### src/rtl/mem_arb_pkg.sv
// mem_arb_pkg: shared widths, FSM state and owner encodings for the memory port arbiter
package mem_arb_pkg;
  localparam int ADDR_W = 32;
  localparam int DATA_W = 32;
  localparam int BE_W   = 4;
  typedef enum logic [1:0] {IDLE, REQ, RESP} state_e;
  typedef enum logic {INSTR, DATA} owner_e;
endpackage

### src/rtl/mem_port_arbiter_if.sv
// mem_port_arbiter_if: fetch, LSU and shared memory port signals of the arbiter
interface mem_port_arbiter_if;
  import mem_arb_pkg::*;
  logic              instr_req_i;
  logic [ADDR_W-1:0] instr_addr_i;
  logic              instr_gnt_o;
  logic              instr_rvalid_o;
  logic [DATA_W-1:0] instr_rdata_o;
  logic              instr_err_o;
  logic              data_req_i;
  logic              data_we_i;
  logic [BE_W-1:0]   data_be_i;
  logic [ADDR_W-1:0] data_addr_i;
  logic [DATA_W-1:0] data_wdata_i;
  logic              data_gnt_o;
  logic              data_rvalid_o;
  logic [DATA_W-1:0] data_rdata_o;
  logic              data_err_o;
  logic              mem_req_o;
  logic              mem_we_o;
  logic [BE_W-1:0]   mem_be_o;
  logic [ADDR_W-1:0] mem_addr_o;
  logic [DATA_W-1:0] mem_wdata_o;
  logic              mem_gnt_i;
  logic              mem_rvalid_i;
  logic              mem_err_i;
  logic [DATA_W-1:0] mem_rdata_i;
  logic              busy_o;
  modport slave (
    input  instr_req_i, instr_addr_i, data_req_i, data_we_i, data_be_i, data_addr_i, data_wdata_i,
           mem_gnt_i, mem_rvalid_i, mem_err_i, mem_rdata_i,
    output instr_gnt_o, instr_rvalid_o, instr_rdata_o, instr_err_o,
           data_gnt_o, data_rvalid_o, data_rdata_o, data_err_o,
           mem_req_o, mem_we_o, mem_be_o, mem_addr_o, mem_wdata_o, busy_o
  );
  modport master (
    output instr_req_i, instr_addr_i, data_req_i, data_we_i, data_be_i, data_addr_i, data_wdata_i,
           mem_gnt_i, mem_rvalid_i, mem_err_i, mem_rdata_i,
    input  instr_gnt_o, instr_rvalid_o, instr_rdata_o, instr_err_o,
           data_gnt_o, data_rvalid_o, data_rdata_o, data_err_o,
           mem_req_o, mem_we_o, mem_be_o, mem_addr_o, mem_wdata_o, busy_o
  );
endinterface

### src/rtl/mem_arb_pick.sv
// mem_arb_pick: combinational winner selection; data wins ties unless instr is preferred
module mem_arb_pick
  import mem_arb_pkg::*;
(
  input  logic   i_instr_req,
  input  logic   i_data_req,
  input  logic   i_pref_instr,
  output logic   o_any,
  output owner_e o_win
);
  always_comb begin
    o_any = i_instr_req | i_data_req;
    o_win = (i_instr_req && (!i_data_req || i_pref_instr)) ? INSTR : DATA;
  end
endmodule

### src/rtl/mem_port_arbiter.sv
// mem_port_arbiter: shares one memory port between fetch and LSU, one transaction in flight.
// Define MEM_ARB_RR_EN for round-robin ties; otherwise fixed priority with starvation limit.
module mem_port_arbiter
  import mem_arb_pkg::*;
#(
  parameter int STARVE_LIMIT = 4
) (
  input logic           CLK,
  input logic           RST_N,
  mem_port_arbiter_if.slave bus
);
  state_e            r_state, w_state_nxt;
  owner_e            r_owner, w_win;
  logic              r_we;
  logic [BE_W-1:0]   r_be;
  logic [ADDR_W-1:0] r_addr;
  logic [DATA_W-1:0] r_wdata;
  logic              w_any, w_arb, w_pref_instr, w_req, w_resp, w_i;

  mem_arb_pick u_pick (
    .i_instr_req (bus.instr_req_i),
    .i_data_req  (bus.data_req_i),
    .i_pref_instr(w_pref_instr),
    .o_any       (w_any),
    .o_win       (w_win)
  );

`ifdef MEM_ARB_RR_EN
  owner_e r_last;
  assign w_pref_instr = r_last == DATA;
  always_ff @(posedge CLK or negedge RST_N)
    if (!RST_N) r_last <= INSTR;
    else if (w_arb) r_last <= w_win;
`else
  localparam int CW = $clog2(STARVE_LIMIT + 1);
  logic [CW-1:0] r_starve;
  assign w_pref_instr = r_starve == CW'(STARVE_LIMIT);
  always_ff @(posedge CLK or negedge RST_N)
    if (!RST_N) r_starve <= '0;
    else if (w_arb)
      r_starve <= w_win == INSTR ? '0 : (bus.instr_req_i && !w_pref_instr) ? r_starve + 1'b1 : r_starve;
`endif

  always_comb begin
    w_state_nxt = r_state;
    w_arb       = 1'b0;
    case (r_state)
      IDLE: begin
        w_arb       = w_any;
        w_state_nxt = w_any ? REQ : IDLE;
      end
      REQ:  w_state_nxt = bus.mem_gnt_i ? RESP : REQ;
      RESP: begin
        w_arb       = bus.mem_rvalid_i && w_any;
        w_state_nxt = !bus.mem_rvalid_i ? RESP : w_any ? REQ : IDLE;
      end
      default: w_state_nxt = IDLE;
    endcase
  end

  // request fields are captured at arbitration so they hold steady until the grant
  always_ff @(posedge CLK or negedge RST_N)
    if (!RST_N) begin
      r_state <= IDLE;
      r_owner <= INSTR;
      r_we    <= 1'b0;
      r_be    <= '0;
      r_addr  <= '0;
      r_wdata <= '0;
    end else begin
      r_state <= w_state_nxt;
      if (w_arb) begin
        r_owner <= w_win;
        r_we    <= w_win == DATA && bus.data_we_i;
        r_be    <= w_win == DATA ? bus.data_be_i : '1;
        r_addr  <= w_win == DATA ? bus.data_addr_i : bus.instr_addr_i;
        r_wdata <= w_win == DATA ? bus.data_wdata_i : '0;
      end
    end

  assign w_req  = r_state == REQ;
  assign w_resp = r_state == RESP;
  assign w_i    = r_owner == INSTR;

  assign bus.mem_req_o      = w_req;
  assign bus.mem_we_o       = w_req & r_we;
  assign bus.mem_be_o       = w_req ? r_be : '0;
  assign bus.mem_addr_o     = w_req ? r_addr : '0;
  assign bus.mem_wdata_o    = w_req ? r_wdata : '0;
  assign bus.instr_gnt_o    = w_req & w_i & bus.mem_gnt_i;
  assign bus.data_gnt_o     = w_req & !w_i & bus.mem_gnt_i;
  assign bus.instr_rvalid_o = w_resp & w_i & bus.mem_rvalid_i;
  assign bus.data_rvalid_o  = w_resp & !w_i & bus.mem_rvalid_i;
  assign bus.instr_err_o    = w_resp & w_i & bus.mem_err_i;
  assign bus.data_err_o     = w_resp & !w_i & bus.mem_err_i;
  assign bus.instr_rdata_o  = (w_resp & w_i) ? bus.mem_rdata_i : '0;
  assign bus.data_rdata_o   = (w_resp & !w_i) ? bus.mem_rdata_i : '0;
  assign bus.busy_o         = r_state != IDLE;
endmodule

### src/flat_wrapper.sv
// flat-port wrapper written by rule: the top's interface ports become plain ports
module mem_port_arbiter_flat import mem_arb_pkg::*;
#(
  parameter int STARVE_LIMIT = 4
)
  (CLK, RST_N, bus_instr_req_i, bus_instr_addr_i, bus_data_req_i, bus_data_we_i, bus_data_be_i, bus_data_addr_i, bus_data_wdata_i, bus_mem_gnt_i, bus_mem_rvalid_i, bus_mem_err_i, bus_mem_rdata_i, bus_instr_gnt_o, bus_instr_rvalid_o, bus_instr_rdata_o, bus_instr_err_o, bus_data_gnt_o, bus_data_rvalid_o, bus_data_rdata_o, bus_data_err_o, bus_mem_req_o, bus_mem_we_o, bus_mem_be_o, bus_mem_addr_o, bus_mem_wdata_o, bus_busy_o);
  mem_port_arbiter_if bus_i ();
  input logic CLK;
  input logic RST_N;
  input wire logic [$bits(bus_i.instr_req_i)-1:0] bus_instr_req_i;
  input wire logic [$bits(bus_i.instr_addr_i)-1:0] bus_instr_addr_i;
  input wire logic [$bits(bus_i.data_req_i)-1:0] bus_data_req_i;
  input wire logic [$bits(bus_i.data_we_i)-1:0] bus_data_we_i;
  input wire logic [$bits(bus_i.data_be_i)-1:0] bus_data_be_i;
  input wire logic [$bits(bus_i.data_addr_i)-1:0] bus_data_addr_i;
  input wire logic [$bits(bus_i.data_wdata_i)-1:0] bus_data_wdata_i;
  input wire logic [$bits(bus_i.mem_gnt_i)-1:0] bus_mem_gnt_i;
  input wire logic [$bits(bus_i.mem_rvalid_i)-1:0] bus_mem_rvalid_i;
  input wire logic [$bits(bus_i.mem_err_i)-1:0] bus_mem_err_i;
  input wire logic [$bits(bus_i.mem_rdata_i)-1:0] bus_mem_rdata_i;
  output wire logic [$bits(bus_i.instr_gnt_o)-1:0] bus_instr_gnt_o;
  output wire logic [$bits(bus_i.instr_rvalid_o)-1:0] bus_instr_rvalid_o;
  output wire logic [$bits(bus_i.instr_rdata_o)-1:0] bus_instr_rdata_o;
  output wire logic [$bits(bus_i.instr_err_o)-1:0] bus_instr_err_o;
  output wire logic [$bits(bus_i.data_gnt_o)-1:0] bus_data_gnt_o;
  output wire logic [$bits(bus_i.data_rvalid_o)-1:0] bus_data_rvalid_o;
  output wire logic [$bits(bus_i.data_rdata_o)-1:0] bus_data_rdata_o;
  output wire logic [$bits(bus_i.data_err_o)-1:0] bus_data_err_o;
  output wire logic [$bits(bus_i.mem_req_o)-1:0] bus_mem_req_o;
  output wire logic [$bits(bus_i.mem_we_o)-1:0] bus_mem_we_o;
  output wire logic [$bits(bus_i.mem_be_o)-1:0] bus_mem_be_o;
  output wire logic [$bits(bus_i.mem_addr_o)-1:0] bus_mem_addr_o;
  output wire logic [$bits(bus_i.mem_wdata_o)-1:0] bus_mem_wdata_o;
  output wire logic [$bits(bus_i.busy_o)-1:0] bus_busy_o;
  assign bus_i.instr_req_i = bus_instr_req_i;
  assign bus_i.instr_addr_i = bus_instr_addr_i;
  assign bus_i.data_req_i = bus_data_req_i;
  assign bus_i.data_we_i = bus_data_we_i;
  assign bus_i.data_be_i = bus_data_be_i;
  assign bus_i.data_addr_i = bus_data_addr_i;
  assign bus_i.data_wdata_i = bus_data_wdata_i;
  assign bus_i.mem_gnt_i = bus_mem_gnt_i;
  assign bus_i.mem_rvalid_i = bus_mem_rvalid_i;
  assign bus_i.mem_err_i = bus_mem_err_i;
  assign bus_i.mem_rdata_i = bus_mem_rdata_i;
  assign bus_instr_gnt_o = bus_i.instr_gnt_o;
  assign bus_instr_rvalid_o = bus_i.instr_rvalid_o;
  assign bus_instr_rdata_o = bus_i.instr_rdata_o;
  assign bus_instr_err_o = bus_i.instr_err_o;
  assign bus_data_gnt_o = bus_i.data_gnt_o;
  assign bus_data_rvalid_o = bus_i.data_rvalid_o;
  assign bus_data_rdata_o = bus_i.data_rdata_o;
  assign bus_data_err_o = bus_i.data_err_o;
  assign bus_mem_req_o = bus_i.mem_req_o;
  assign bus_mem_we_o = bus_i.mem_we_o;
  assign bus_mem_be_o = bus_i.mem_be_o;
  assign bus_mem_addr_o = bus_i.mem_addr_o;
  assign bus_mem_wdata_o = bus_i.mem_wdata_o;
  assign bus_busy_o = bus_i.busy_o;
  mem_port_arbiter #(.STARVE_LIMIT(STARVE_LIMIT)) u_core (.CLK(CLK), .RST_N(RST_N), .bus(bus_i));
endmodule
### config.mk
export PLATFORM = sky130hd
export DESIGN_NAME = mem_port_arbiter_flat
export DESIGN_NICKNAME = d
export VERILOG_FILES = /design/src/rtl/mem_arb_pkg.sv /design/src/rtl/mem_port_arbiter_if.sv /design/src/rtl/mem_arb_pick.sv /design/src/rtl/mem_port_arbiter.sv /design/src/flat_wrapper.sv
export SDC_FILE = /design/constraint.sdc
export NUM_CORES = 1
export LEC_CHECK = 0
export ABC_AREA = 1
export CORE_MARGIN = 2
export CORE_UTILIZATION = 36
export DETAILED_ROUTE_END_ITERATION = 6
export PLACE_DENSITY_LB_ADDON = 0.25
export SETUP_SLACK_MARGIN = 0.15
export SLEW_MARGIN = 20
export SYNTH_ARGS = -nofsm -noshare
export SYNTH_HDL_FRONTEND = slang
export SYNTH_HIERARCHICAL = 1
export SYNTH_SLANG_ARGS = --single-unit
### constraint.sdc
create_clock -name CLK -period 2.1 [get_ports CLK]
set_input_delay 0.21 -clock CLK [delete_from_list [all_inputs] [get_ports CLK]]
set_output_delay 0.21 -clock CLK [all_outputs]
set_load 0.05 [all_outputs]
# ---- Yosys cells after proc, flatten, opt, wreduce, memory -nomap -nowiden
# Cells that the tools add are included.
dict set report word_totals {
  in_bits 140
  output_inout_bits 141
  word_cells 51
  reg_bits 75
}
dict set report classes {
  bitwise_logic 13
  n_reduce_logical 11
  mux 16
  n_addsub 1
  eq_ne 3
}
# operator n
set ops {}
lappend ops {{32-bit two-way mux} 6}
lappend ops {{1-bit AND} 11}
lappend ops {{4-bit two-way mux} 2}
lappend ops {{3-bit two-way mux} 2}
lappend ops {{2-bit case mux with 3 select lines} 1}
lappend ops {{1-bit logical AND} 4}
lappend ops {{2-bit two-way mux} 2}
lappend ops {{2-bit nonzero test} 2}
lappend ops {{3-bit by 1-bit adder with 3-bit output (second input constant)} 1}
lappend ops {{3-bit == test (second input constant)} 1}
lappend ops {{2-bit by 1-bit == test with 1-bit output (second input constant)} 1}
lappend ops {{2-bit == test (second input constant)} 1}
lappend ops {{1-bit logical NOT} 2}
lappend ops {{2-bit logical NOT} 1}
lappend ops {{1-bit two-way mux} 2}
lappend ops {{1-bit case mux with 2 select lines} 1}
lappend ops {{2-bit AND reduction} 1}
lappend ops {{1-bit logical OR} 1}
lappend ops {{1-bit NOT} 1}
lappend ops {{1-bit bitwise OR} 1}

# ---- Logic depth before layout (Yosys ltp)
# Gate-level depths: netlist of run 1.
dict set report logic_depth {
  word_depth 5
  depth_mapped 15
  depth_no_buf 12
}

# ---- Hierarchy
# The synthesis of run 1 kept the hierarchy.
# mod area_per_inst_um2 seq_area_each_um2 n_inst cells_each
set modules_own_cells {}
lappend modules_own_cells {mem_port_arbiter 4215.3 1876.8 1 634}
lappend modules_own_cells {mem_arb_pick 17.5 0.0 1 4}

# ---- Least setup slack after synthesis of run 1
# No wires, ideal clock.
dict set report synth_path {
  path_kind {register to output}
  from {register u_core.r_state[1]}
  to {output bus_mem_addr_o[10]}
  t_required_ns 1.890
  arrival_ns 2.195
  n_path_buf 1
  path_slack_ns -0.305
  path_stages_with_launch 5
  cell_sequence {dfrtp_1 > nor2_1 > inv_2 > clkbuf_1 > nor2_1}
}
dict set report synth_via {
  elab_chain_cells 2
}
# item line_no
set synth_lines {}
lappend synth_lines {{start: declaration} mem_port_arbiter.sv:12} ;# state_e r_state, w_state_nxt;
lappend synth_lines {{start signal: assignment} mem_port_arbiter.sv:71} ;# r_state <= w_state_nxt;
lappend synth_lines {{2-bit by 1-bit == test with 1-bit output} mem_port_arbiter.sv:81} ;# assign w_req = r_state == REQ;
lappend synth_lines {{via bus_mem_req_o} flat_wrapper.sv:29} ;# output wire logic [$bits(bus_i.mem_req_o)-1:0] bus_mem_req_o;
lappend synth_lines {{32-bit two-way mux} mem_port_arbiter.sv:88} ;# assign bus.mem_addr_o = w_req ? r_addr : '0;
lappend synth_lines {{end: declaration} flat_wrapper.sv:32} ;# output wire logic [$bits(bus_i.mem_addr_o)-1:0] bus_mem_addr_o;
# The timed path passes the listed nets, and every way through them passes these cells.

# ---- Worst setup path in the final report of run 1
dict set report layout_path {
  from {register u_core.r_state[1]}
  to {output bus_mem_addr_o[8]}
}
dict set report layout_via {
  elab_chain_cells 2
}
# item line_no
set layout_lines {}
lappend layout_lines {{2-bit by 1-bit == test with 1-bit output} mem_port_arbiter.sv:81}
lappend layout_lines {{32-bit two-way mux} mem_port_arbiter.sv:88}
# No other way between the ends.

==> impl_metrics.yaml, run 1 <==
outcome:
  status: "complete, no violations"
clocking:
  post_cts_buffers: 0
  clockBufferDepth: 2
  cts_tree: "done"
  clkTransAtPathRegs_ns: 0.06
  clock_sinks: 75
  clk-insertion-delay-late_ns: 0.33
  numCtsBuffers: 9
  cts-root-buf: "clkbuf_16"
  clock_tree.htree_level_count: 3
synth:
  yosys.area_share.simple: 0.3089
  synth_cells: 638
  synth_top_area_frac: 0.4434
  synth_top_area_cell: "dfrtp_1"
  synth_cell_types: 20
  avgSynthCellArea_sq_um: 6.634
  yosys-top-cells-area: "dfrtp_1, nand2_1, nor2_1"
  ys_seq_area_frac: 0.4434
  synthAdderAreaFrac: 0.005912
  synth_compound_area_frac: 0.09075
  synthXorXnorAreaFrac: 0
  ys_warn_count: 6
  synth.cell_area_sq_mm: 0.004233
  syn_nets: 780
  synth_mux_area_frac: 0
  synth_top_family_by_area: "simple AND/OR/NAND/NOR gates"
  synth-seq-cells: 75
global_route:
  grt_pass1_wl_um: 23250
  grt-ovfl-total: 0
  grt_max_degree: 46
  grt.total_usage: 0.2336
  grt_pass1_vias: 4541
  antenna_found_initial: 0
routing:
  wl_per_cell_um: 14.30
  drt_iter0_drc: 275
  dr.pass1.iters: 4
  routed.top_layer: "met4"
  wl_met2_um: 7867
  met1_length_um: 5852
  wirelength_um: 15070
  drc: 0
  antenna_left: 0
  wl_met3_um: 970
  vias_per_cell: 4.594
  vias: 4842
placement:
  io_buffers: 280
  dp_hpwl_um: 11730
  postPlaceCellArea_sq_mm: 0.007749
  gp_congestion: 0.8629
  place_inst: 1037
critical_path:
  crit_type: "flip-flop to output pin"
  reg2regPathDepth: 13
  worstSetupEndpointType: "output pin"
  slowest_stage: "dfrtp_1"
  required_ns: 1.89
  cp-start-kind: "flip-flop"
  path_cells: "nor2_4 -> inv_4 -> buf_12 -> nor2_1 -> buf_4"
  arrival_ns: 1.68
  cp_max_fo: 34
  critPathMaxStageDelay_ns: 0.46
layout:
  layout_commonest_cell: "nand2_1"
  final_net_count: 1048
  syn2layout_area_growth_pct: 91.78
  num_antenna_cells: 0
  layout-drive-gt1-share: 0.2141
  final_cell_mix: "nand2_1, clkdlybuf4s50_1, nor2_1"
  postLayoutCellArea_sq_mm: 0.008118
  instances_no_fill: 1054
sta:
  finClkSkew_ns: 0.008438
  relSlewSlack: 0.6210
  drv_slew: 0
  tightest_slew_ns: 0.5676
  final-setup-viol-count: 0
  fmax_mhz: 530.2
  hold_violations: 0
  tns_ns: 0
  final.min_clock_period_ns: 1.886
  fin_crit_sh: 0.8982
  rsz0062_at_grt: "true"
power_and_ir_drop:
  p_per_area_mw_per_mm2: 1372
  ir_drop_mv: 0.7734
  leakage_nw: 4.039
floorplanning:
  ioPinCount: 281
  die_area_sq_mm: 0.01264
  design.core.area_sq_mm: 0.01147
  chipWidth_um: 112.4
  initial_utilization: 0.3691
  die_h_um: 112.4
  rows: 39
flow_run:
  cap_violations: 0
worst_hold_path:
  holdCritPathClass: "input port to asynchronous set/reset pin"
[path summary, 6_finish.rpt]
path,from,end,slack [ns]
setup / recovery,u_core/r_state[1],bus_mem_addr_o[8],0.21
hold / removal,RST_N,u_core/r_addr[10],0.40
setup reg to reg,u_core/r_starve[0],u_core/r_addr[29],0.38
hold reg to reg,u_core/r_state[0],u_core/r_state[1],0.50
max in group asynchronous,RST_N,u_core/r_owner,1.13
min in group CLK,bus_data_wdata_i[18],u_core/r_wdata[18],0.44
[Yosys cell counts]
cell	count
buf_6	5
ha_1	2
nor2_1	142
o22ai_1	1
clkbuf_1	22
nor2_2	1
nand2_1	147
nand3b_1	1
inv_1	111
o21ai_0	15
dfrtp_1	75
o21ai_1	59
inv_2	3
buf_4	3
nor2_4	1
nand3_1	37
o31ai_1	1
nand2_2	1
or2_1	1
buf_2	10
[worst max-delay path: cells and delay by family, from the launching register on]
family,cells,cell delay [ns]
simple gates,2,0.33
buf+inv,3,0.52
flops,1,0.46
[where the power goes]
| group | internal (W) | switching, W |
|---|---|---|
| Combinational | 0.00240 | 0.00475 |
| Sequential | 0.00211 | 0.000216 |
| Clock | 0.00107 | 0.000600 |
[sequential cells by signal, indices dropped and copies added (netlist names)]
signal / count
u_core/r_we: 1
u_core/r_starve: 3
u_core/r_addr: 32
u_core/r_state: 2
u_core/r_owner: 1
u_core/r_be: 4
u_core/r_wdata: 32
[repair_timing]
action | CTS | global route
hold buffers | 1 | 0
resized for setup | 2 | 7
hold endpoints to repair | 36 | 0
setup endpoints to repair | 33 | 49
[cells by family (layout without fill, tap and decap cells)]
| group | Yosys count | in the layout |
|---|---|---|
| compound gates | 76 | 76 |
| fa+ha+maj | 2 | 2 |
| buf+inv | 154 | 427 |
| flops | 75 | 75 |
| simple gates | 331 | 331 |
[per-layer routing]
metal / global-route usage / vias to the layer above
met5: 0 / -
met2: 0.4185 / 191
met4: 0.08780 / 0
met3: 0.05076 / 23
met1: 0.2741 / 2201
li1: - / 2427
[final cells by class]
type / instances / area, sq um
repair buffers: 297 / 3533
well taps: 143 / 178.9
clock buffers: 10 / 239.0
fillers: 905 / 3349
inverters: 114 / 430.4
multi-input cells: 409 / 1772
flip-flops and latches: 75 / 1877
clock inverters: 6 / 87.58
[per-stage QoR]
stage	setup slack [ns]	power (W)	hold slack (ns)	utilization
final	0.2138	0.01114	0.3955	0.7079
after CTS	0.1665	0.01120	0.3797	0.7057
after global placement	0.1887	0.009374	0.2025	0.6757
after detailed placement	0.1900	0.009449	0.2044	0.6757
after global routing	0.1069	0.01176	0.4358	0.7079
after floorplan	-0.03008	0.006882	-0.08559	-
Note: power is estimated with default switching activity, not from simulation.
==> inputs of run 2 (changes only) <==
Settings changed: ABC_CLOCK_PERIOD_IN_PS set to 2100.
==> results of run 2 <==
Same layout as run 1: the final DEF is identical, and so are final timing and power.
==> inputs of run 3 (changes only) <==
Settings changed: ABC_AREA 1 to 0, ABC_CLOCK_PERIOD_IN_PS 2100 to 1800, CORE_UTILIZATION 36 to 37, CTS_CLUSTER_SIZE set to 25.
Clock period 2.1 ns to 1.8 ns, I/O delays scaled along.
==> impl_metrics.yaml, run 3 <==
synth:
  synth_cells: 493
  synth-main-ff-cell: "dfrtp_1"
  synthArstFlopShare: 1.000
  ys_seq_area_frac: 0.4324
  ys_warn_count: 6
  synth_edf_count: 0
  synth_top_area_cell: "dfrtp_1"
  synth_cell_types: 27
  synthXorXnorAreaFrac: 0
  avgSynthCellArea_sq_um: 8.804
  yosys.area_share.simple: 0.2286
  syn_nets: 635
  synth_mux_area_frac: 0.1522
  synth-seq-cells: 75
  synth_top_family_by_area: "simple AND/OR/NAND/NOR gates"
  synth_top_area_frac: 0.4324
  synth_compound_area_frac: 0.09888
  yosys-top-cells-area: "dfrtp_1, and2_1, mux2i_1"
  synth_common_cells: "and2_1, dfrtp_1, a21oi_1"
  synthAdderAreaFrac: 0.005765
  yosysMostFrequentCell: "and2_1"
  synth.cell_area_sq_mm: 0.004340
floorplanning:
  chipWidth_um: 112.3
  ioPinCount: 281
  die_h_um: 112.3
  initial_utilization: 0.3801
  rows: 39
sta:
  worst_path_end_type: "top-level output"
  crit_endpoint: "bus_data_rdata_o[1]"
outcome:
  status: "did not finish"
  firstError: "[ERROR DPL-0033] detailed placement checks failed during check placement."
  haltStage: "global routing"
placement:
  gp_congestion: 0.8906
  io_buffers: 280
  dp_hpwl_um: 12400
  place_ws_ns: -0.01356
clocking:
  clock_sinks: 75
  cts-root-buf: "clkbuf_16"
  numCtsBuffers: 9
  clockBufferDepth: 2
  clock_tree.htree_level_count: 3
global_route:
  grt_max_degree: 41
  antenna_found_initial: 1
run 3: changes by cell type after synthesis, sizes merged, moves of 69 or more:
cell / previous run / this run
nand2: 148 / 37
nor2: 144 / 37
and2: 0 / 106
o21ai: 74 / 2
inv: 114 / 43
a21oi: 0 / 69
run 3: cell families after synthesis:
logic type	Yosys count
buffers and inverters	81
and+or+nand+nor	188
adders and majority gates	2
muxes	66
AOI/OAI and AO/OA	81
DFF	75
run 3: timing repair:
item / in CTS
endpoints found under the setup margin: 204
hold buffers: 1
gates cloned: 17
endpoints found under the hold margin: 37
setup buffers: 25
pin swaps: 49
gates resized for setup: 277
run 3: stage by stage:
| step | cells | hold WS [ns] | cell area, sq um |
|---|---|---|---|
| after floorplan | 493 | -0.1156 | 4389 |
| after global placement | 897 | 0.1722 | 8339 |
| after detailed placement | 897 | 0.1772 | 8339 |
| after CTS | 956 | 0.3878 | 10310 |
==> inputs of run 4 (changes only) <==
Settings changed: CTS_CLUSTER_SIZE 25 to unset, PLACE_DENSITY_LB_ADDON 0.25 to 0.15, SETUP_SLACK_MARGIN 0.15 to unset.
==> impl_metrics.yaml, run 4 <==
outcome:
  status: "finished, violations left"
  violations: "setup timing"
routing:
  vias_per_cell: 4.952
  vias: 4571
  wirelength_um: 16980
  antenna_left: 0
  wl_per_cell_um: 18.39
  dr.pass1.iters: 5
  drc: 0
  drt_iter0_drc: 343
critical_path:
  arrival_ns: 1.65
  path_cells: "nand2b_4 -> nor2_4 -> buf_8 -> and2_1 -> buf_12"
  required_ns: 1.62
  worstSetupEndpointType: "output pin"
  cp-start-kind: "flip-flop"
  cp_max_fo: 16
  critPathMaxStageDelay_ns: 0.41
  crit_buf_inv: 2
  crit_type: "flip-flop to output pin"
  path_delay_family: "simple AND/OR/NAND/NOR gates"
  slowest_stage: "dfrtp_1"
synth:
  yosys-top-cells-area: "dfrtp_1, and2_1, mux2i_1"
  synth-main-ff-cell: "dfrtp_1"
  synth-seq-cells: 75
  synth_cell_types: 27
  synth_top_area_cell: "dfrtp_1"
  ys_warn_count: 6
  ys_seq_area_frac: 0.4324
  synth_top_area_frac: 0.4324
  synthArstFlopShare: 1.000
  synth.cell_area_sq_mm: 0.004340
  synth_cells: 493
  synth_common_cells: "and2_1, dfrtp_1, a21oi_1"
  yosysMostFrequentCell: "and2_1"
  syn_nets: 635
  avgSynthCellArea_sq_um: 8.804
  synth_edf_count: 0
floorplanning:
  rows: 39
  ioPinCount: 281
  die_h_um: 112.3
  die_area_sq_mm: 0.01261
  design.core.area_sq_mm: 0.01142
  chipWidth_um: 112.3
  initial_utilization: 0.3801
layout:
  final_net_count: 917
  final_cell_mix: "clkdlybuf4s50_1, buf_12, dfrtp_1"
  seq_area_sq_mm: 0.001877
  layout-drive-gt1-share: 0.3205
  utilization: 0.7919
  num_antenna_cells: 0
  largest_registers: "u_core/r_addr (32), u_core/r_wdata (32), u_core/r_be (4)"
  syn2layout_area_growth_pct: 108.3
  multi_input_area_sq_mm: 0.002290
  layout_commonest_cell: "clkdlybuf4s50_1"
  fill_cells: 768
clocking:
  clock_sinks: 75
  clockBufferDepth: 2
  cts-root-buf: "clkbuf_16"
  clk-insertion-delay-late_ns: 0.33
  cts_tree: "done"
  clock_tree.htree_level_count: 3
  clkTransAtPathRegs_ns: 0.06
  numCtsBuffers: 9
sta:
  drv_slew: 0
  relSlewSlack: 0.6915
  fin_crit_sh: 1.017
  final.min_clock_period_ns: 1.830
  final-setup-viol-count: 5
  rsz0062_at_grt: "true"
  hold_violations: 0
  fmax_mhz: 546.5
  finClkSkew_ns: 0.007836
  setup_ws_ns: -0.02988
  tightest_slew_ns: 0.4627
worst_hold_path:
  holdCritPathClass: "input port to asynchronous set/reset pin"
placement:
  io_buffers: 280
  gp_congestion: 0.8644
  dp_hpwl_um: 12360
  place_ws_ns: 0.07119
power_and_ir_drop:
  ir_drop_mv: 1.340
  leakage_nw: 4.144
  p_per_area_mw_per_mm2: 1734
flow_run:
  cap_violations: 0
global_route:
  antenna_found_initial: 0
  grt.total_usage: 0.2474
  grt_pass1_wl_um: 24720
  grt-ovfl-total: 0
  grt_max_degree: 42
  grt_pass1_vias: 4653
==> run 4: cell counts after synthesis <==
No cell type changed its count.
==> run 4: worst reg2reg max path: stages (launching register included) <==
cell	delay, ns
dfrtp_1	0.37
inv_1	0.07
ha_1	0.22
and2_4	0.15
o21ai_4	0.23
buf_12	0.16
clkbuf_16	0.16
mux2i_1	0.21
a21oi_1	0.09
==> run 4: path summary, 6_finish.rpt <==
| kind | from | endpoint | slack (ns) | cells past startpoint |
|---|---|---|---|---|
| max reg2reg | u_core/r_starve[0] | u_core/r_addr[13] | 0.02 | 8 |
| min in group CLK | bus_data_wdata_i[5] | u_core/r_wdata[5] | 0.40 | 3 |
| max | u_core/r_state[0] | bus_data_rdata_o[29] | -0.03 | 5 |
| max in group asynchronous | RST_N | u_core/r_addr[24] | 0.86 | 3 |
| min reg2reg | u_core/r_addr[7] | u_core/r_addr[7] | 0.52 | 2 |
| min | RST_N | u_core/r_addr[19] | 0.35 | 2 |
==> run 4: kinds of logic (layout without fill, tap and decap cells) <==
group                    after synthesis  after routing  share of synthesized area
buffers and inverters                 81            368                    0.08216
AND/OR/NAND/NOR                      188            188                     0.2286
adder cells (fa/ha/maj)                2              2                   0.005764
multiplexers                          66             66                     0.1522
flip-flops                            75             75                     0.4324
AO/OA/AOI/OAI                         81             81                    0.09888
==> run 4: layer usage <==
| metal | up-vias | routed length, um | global-route usage |
|---|---|---|---|
| li1 | 2152 | - | - |
| met1 | 2192 | 6489 | 0.3006 |
| met2 | 193 | 8997 | 0.4313 |
| met3 | 34 | 1040 | 0.06533 |
| met4 | 0 | 448 | 0.07561 |
| met5 | - | 0 | 0 |
==> run 4: through the flow <==
stage          instance area [sq um]  hold WS, ns  power, W   TNS, ns  std cells
2_1_floorplan                   4342      -0.1156  0.008859         0        493
3_3_place_gp                    8319       0.1637   0.01289         0        897
3_5_place_dp                    8319       0.1649   0.01311         0        897
4_1_cts                         8645       0.3654   0.01495    -2.485        914
5_1_grt                         9042       0.3919   0.01636    -3.442        923
6_report                        9042       0.3542   0.01568  -0.07589        923
==> run 4: where the power goes <==
part | internal, W | total, W | switching [W]
registers | 0.00249 | 0.00285 | 0.000351
clock network | 0.00108 | 0.00177 | 0.000691
logic | 0.00458 | 0.0111 | 0.00648
total | 0.00816 | 0.0157 | 0.00752
==> run 4: cell type report <==
cell class / instances / share of cell area
sequential: 75 / 0.2076
clock inverter: 5 / 0.006919
tap: 143 / 0.01979
inverter: 43 / 0.01785
multi-input combinational: 337 / 0.2532
clock buffer: 11 / 0.02574
timing repair buffer: 309 / 0.4689
==> run 4: repair_timing <==
action                                  in CTS  in global routing
resized for setup                            8                 95
hold buffers                                 1                  0
cloned                                       0                  4
setup buffers                                0                  5
hold endpoints to repair                    34                  0
pin swaps                                    0                 11
endpoints found under the setup margin     106                166
